**src/rtl/sap_program_loader.sv**
```systemverilog
// sap_program_loader: fills SAP RAM from a byte stream while holding the CPU; define SAP_LOADER_VERIFY_EN for readback verify.
module sap_program_loader #(
  parameter int MEM_DEPTH = 16,
  parameter int ADDR_W    = 4,
  parameter int DATA_W    = 8
) (
  input  logic              clk,
  input  logic              reset,
  input  logic              start,
  input  logic              abort,
  input  logic              in_valid,
  input  logic [DATA_W-1:0] in_data,
  output logic              in_ready,
  output logic [DATA_W-1:0] bus_out,
  output logic              bus_drive,
  input  logic [DATA_W-1:0] bus_in,
  output logic              maddr_latch,
  output logic              ram_latch,
  output logic              ram_out,
  output logic              cpu_hold,
  output logic              busy,
  output logic              done,
  output logic [ADDR_W:0]   count,
  output logic [DATA_W-1:0] checksum,
  output logic              verify_err
);
  typedef enum logic [2:0] {IDLE, WAIT_BYTE, ADDR, DATA, VADDR, VREAD, DONE} state_t;
  state_t state, next_state;
  logic [ADDR_W-1:0] addr;
  logic [DATA_W-1:0] byte_q;
  logic last, hs, clear;
  assign last  = addr == ADDR_W'(MEM_DEPTH - 1);
  assign hs    = in_ready & in_valid;
  assign clear = state == IDLE && start;
  always_comb begin
    next_state = state;
    if (state != IDLE && abort) next_state = IDLE;
    else
      case (state)
        IDLE:      next_state = start ? WAIT_BYTE : IDLE;
        WAIT_BYTE: next_state = in_valid ? ADDR : WAIT_BYTE;
        ADDR:      next_state = DATA;
`ifdef SAP_LOADER_VERIFY_EN
        DATA:      next_state = last ? VADDR : WAIT_BYTE;
        VADDR:     next_state = VREAD;
        VREAD:     next_state = last ? DONE : VADDR;
`else
        DATA:      next_state = last ? DONE : WAIT_BYTE;
`endif
        default:   next_state = IDLE;
      endcase
  end
  assign in_ready    = state == WAIT_BYTE && !abort;
  assign maddr_latch = state == ADDR || state == VADDR;
  assign ram_latch   = state == DATA;
  assign bus_drive   = state == ADDR || state == DATA || state == VADDR;
  assign bus_out     = state == DATA ? byte_q : maddr_latch ? DATA_W'(addr) : '0;
  assign cpu_hold    = state != IDLE;
  assign busy        = state != IDLE;
  assign done        = state == DONE;
  always_ff @(posedge clk or posedge reset)
    if (reset) begin
      state    <= IDLE;
      addr     <= '0;
      byte_q   <= '0;
      count    <= '0;
      checksum <= '0;
    end else begin
      state <= next_state;
      if (clear) begin
        addr     <= '0;
        count    <= '0;
        checksum <= '0;
      end
      if (hs) begin
        byte_q   <= in_data;
        checksum <= checksum + in_data;
      end
      if (state == DATA) begin
        count <= count + 1'b1;
        addr  <= addr + 1'b1;
      end
`ifdef SAP_LOADER_VERIFY_EN
      if (state == VREAD) addr <= addr + 1'b1;
`endif
    end
`ifdef SAP_LOADER_VERIFY_EN
  logic [DATA_W-1:0] rsum, rsum_next;
  assign ram_out   = state == VREAD;
  assign rsum_next = rsum + bus_in;
  always_ff @(posedge clk or posedge reset)
    if (reset) begin
      rsum       <= '0;
      verify_err <= 1'b0;
    end else if (clear) begin
      rsum       <= '0;
      verify_err <= 1'b0;
    end else if (state == VREAD) begin
      rsum <= rsum_next;
      if (last && !abort && rsum_next != checksum) verify_err <= 1'b1;
    end
`else
  logic unused_bus_in;
  assign unused_bus_in = ^bus_in;
  assign ram_out       = 1'b0;
  assign verify_err    = 1'b0;
`endif
endmodule

```
**config.mk**
```make
export PLATFORM = sky130hd
export DESIGN_NAME = sap_program_loader
export DESIGN_NICKNAME = d
export VERILOG_FILES = /design/src/rtl/sap_program_loader.sv
export SDC_FILE = /design/constraint.sdc
export NUM_CORES = 1
export LEC_CHECK = 0
export ABC_AREA = 1
export BUFFER_PORTS_ARGS = -buffer_cell sky130_fd_sc_hd__clkbuf_2
export CAP_MARGIN = 30
export CORE_AREA = 5 5 62 64
export CTS_BUF_LIST = sky130_fd_sc_hd__clkbuf_8 sky130_fd_sc_hd__clkbuf_16
export CTS_CLUSTER_DIAMETER = 40
export CTS_CLUSTER_SIZE = 20
export DETAILED_ROUTE_END_ITERATION = 6
export DIE_AREA = 0 0 67 69
export PLACE_DENSITY = 0.8
export SYNTH_ARGS = -nofsm -noshare
export SYNTH_HDL_FRONTEND = slang
export SYNTH_SLANG_ARGS = --single-unit
```
**constraint.sdc**
```tcl
create_clock -name clk -period 4.4 [get_ports clk]
set_input_delay 0.66 -clock clk [delete_from_list [all_inputs] [get_ports clk]]
set_output_delay 0.66 -clock clk [all_outputs]
set_load 0.1 [all_outputs]
```
==> results.cfg <==
[floorplan]
dieHeight_um = 69
rows = 21
fp.coreArea_um2 = 3230
initial_core_util_pct = 50.8
num_io_pins = 51
die_w_um = 67
dieArea_um2 = 4620

[global_route]
grt_pass1_wl_um = 5870
antenna_found_initial = 0
grt_max_degree = 21
grt_overflow = 0
gr-usage-all-layers_pct = 15.8
grt_pass1_vias = 1343

[synth]
synth_ff_type = dfrtp_1
synth_edf_count = 0
synthArstFlopShare_pct = 100
yosysWarnings = 0
netlist_instances = 218
seq_area_frac_synth_pct = 42.7
synth_seq_cells = 28
synth_cell_type_count = 26
synth_area_um2 = 1640
syn_area_per_cell_um2 = 7.53

[min_path]
hold_class = in2async

[finish]
final_common_cell = nand2_1
layout-drive-gt1-share_pct = 20.1
layout_common_cells = nand2_1, clkbuf_2, dfrtp_1
diodes = 0
final_nets = 291
area_growth_pct = 19.6

[sta]
max_slew_margin_pct = 60.5
holdWs_ps = 353
fmax_ghz = 0.342
tightest_slew_ps = 591
hold_viol = 0
period_minus_slack_ps = 2920
finalSetupViolCount = 0
fin_skew_ps = 8.57
slew_violations = 0
finalCritPeriodShare_pct = 66.4
finalSetupTns_ps = 0
rsz0062_at_grt = no

[placed_design]
place_congestion = 0.861
dp_hpwl_um = 2640
port_buffers = 40

[detailed_routing]
viasPerCell = 4.80
drt-initial-drc-count = 67
via_count = 1465
drtPass1Iterations = 4
wl_um = 3350
drc = 0
wl_per_cell_um = 11.0
ant_nets = 0

[cts]
cts_buffers = 3
cts_setup_buffers = 0
cts_resized = 0
clock-sinks = 28
clkTransAtPathRegs_ps = 100
htreeDepth = 1
clock_latency_ps = 280
cts_buffer_depth = 2
ctsHoldBuffers = 0
clock-root-buffer = clkbuf_8
cts_tree = done

[setup_path]
critical_path_arrival_ps = 2260
critPathCaptureType = output port
required_ps = 3740
cp_max_fo = 16
critPathLaunchType = flip-flop
worstSetupPathType = reg2out

[status]
outcome = complete, no violations

[flow_run]
maxCapViolCount = 0
-- layer usage --
layer / part of all wire (%) / global-route usage, % / routed length, µm
met4: 1.0 / 4.73 / 35
met3: 3.9 / 1.95 / 132
met2: 49 / 25.7 / 1640
met1: 46 / 21.8 / 1540
met5: 0 / 0 / 0
-- layout make-up --
class                      instances  area, µm²
clock buffer                       3       41.3
clock inverter                     1       30.0
fill                             314       1270
inverter                          30        115
multi-input combinational        156        791
sequential                        28        701
tap                               46       57.6
timing repair buffer              41        228
-- path summary, 6_finish.rpt --
check	startpoint	to	slack (ps)	cells past startpoint
setup / recovery	state[2]$_DFF_PP0_	bus_out[2]	1480	6
hold / removal	reset	count[2]$_DFFE_PP0P_	350	2
setup reg to reg	state[2]$_DFF_PP0_	count[4]$_DFFE_PP0P_	2680	5
hold reg to reg	byte_q[1]$_DFFE_PP0P_	byte_q[1]$_DFFE_PP0P_	490	2
max in group asynchronous	reset	checksum[1]$_DFFE_PP0P_	3590	3
min in group clk	byte_q[1]$_DFFE_PP0P_	byte_q[1]$_DFFE_PP0P_	490	2
-- state kept, by name, summed over array words and instances, names as in the netlist --
signal / count
addr: 4
state: 3
byte_q: 8
checksum: 8
count: 5
-- stage by stage --
step                      utilization, %  cell area (µm²)  setup slack (ps)  instances
final                               60.7             1960              1480        305
after global routing                60.7             1960              1260        305
after CTS                           60.7             1960              1450        305
after detailed placement            58.5             1890              1760        301
after global placement              57.7             1860              1830        300
after floorplan                        -             1650               881        219
-- critical path, cell delays in order (launching register included) --
cell      delay (ps)
dfrtp_1          420
inv_2            110
nand3_1          420
clkinv_1         360
nand2_1           70
o21ai_0          110
clkbuf_2         500
-- cells in the mapped netlist (2+ instances only) --
master    instances  area [µm²]
dfrtp_1          28         701
or2_2             2        12.5
nand2_1          71         267
nand3_1          17        85.1
o21ai_0          16        80.1
nand3b_1          2        15.0
nor3_1            2        10.0
ha_1              9         113
xor2_1            2        17.5
a21oi_1           9        45.0
inv_1            27         101
buf_4             3        22.5
nor2_1           17        63.8
-- kinds of logic (layout without fill, tap and decap cells) --
| group | after synthesis | after routing | share of synthesized area, % |
|---|---|---|---|
| and+or+nand+nor | 114 | 114 | 29.6 |
| DFF | 28 | 28 | 42.7 |
| AOI/OAI and AO/OA | 28 | 28 | 8.99 |
| other | 1 | 2 | 0.228 |
| buffers and inverters | 35 | 75 | 9.37 |
| adders and majority gates | 10 | 10 | 8.08 |
| xor gates and xnor gates | 2 | 2 | 1.07 |
Power is left out: the tool's default activity adds up to more than one toggle a clock period on the data nets, which glitch-free logic cannot reach.
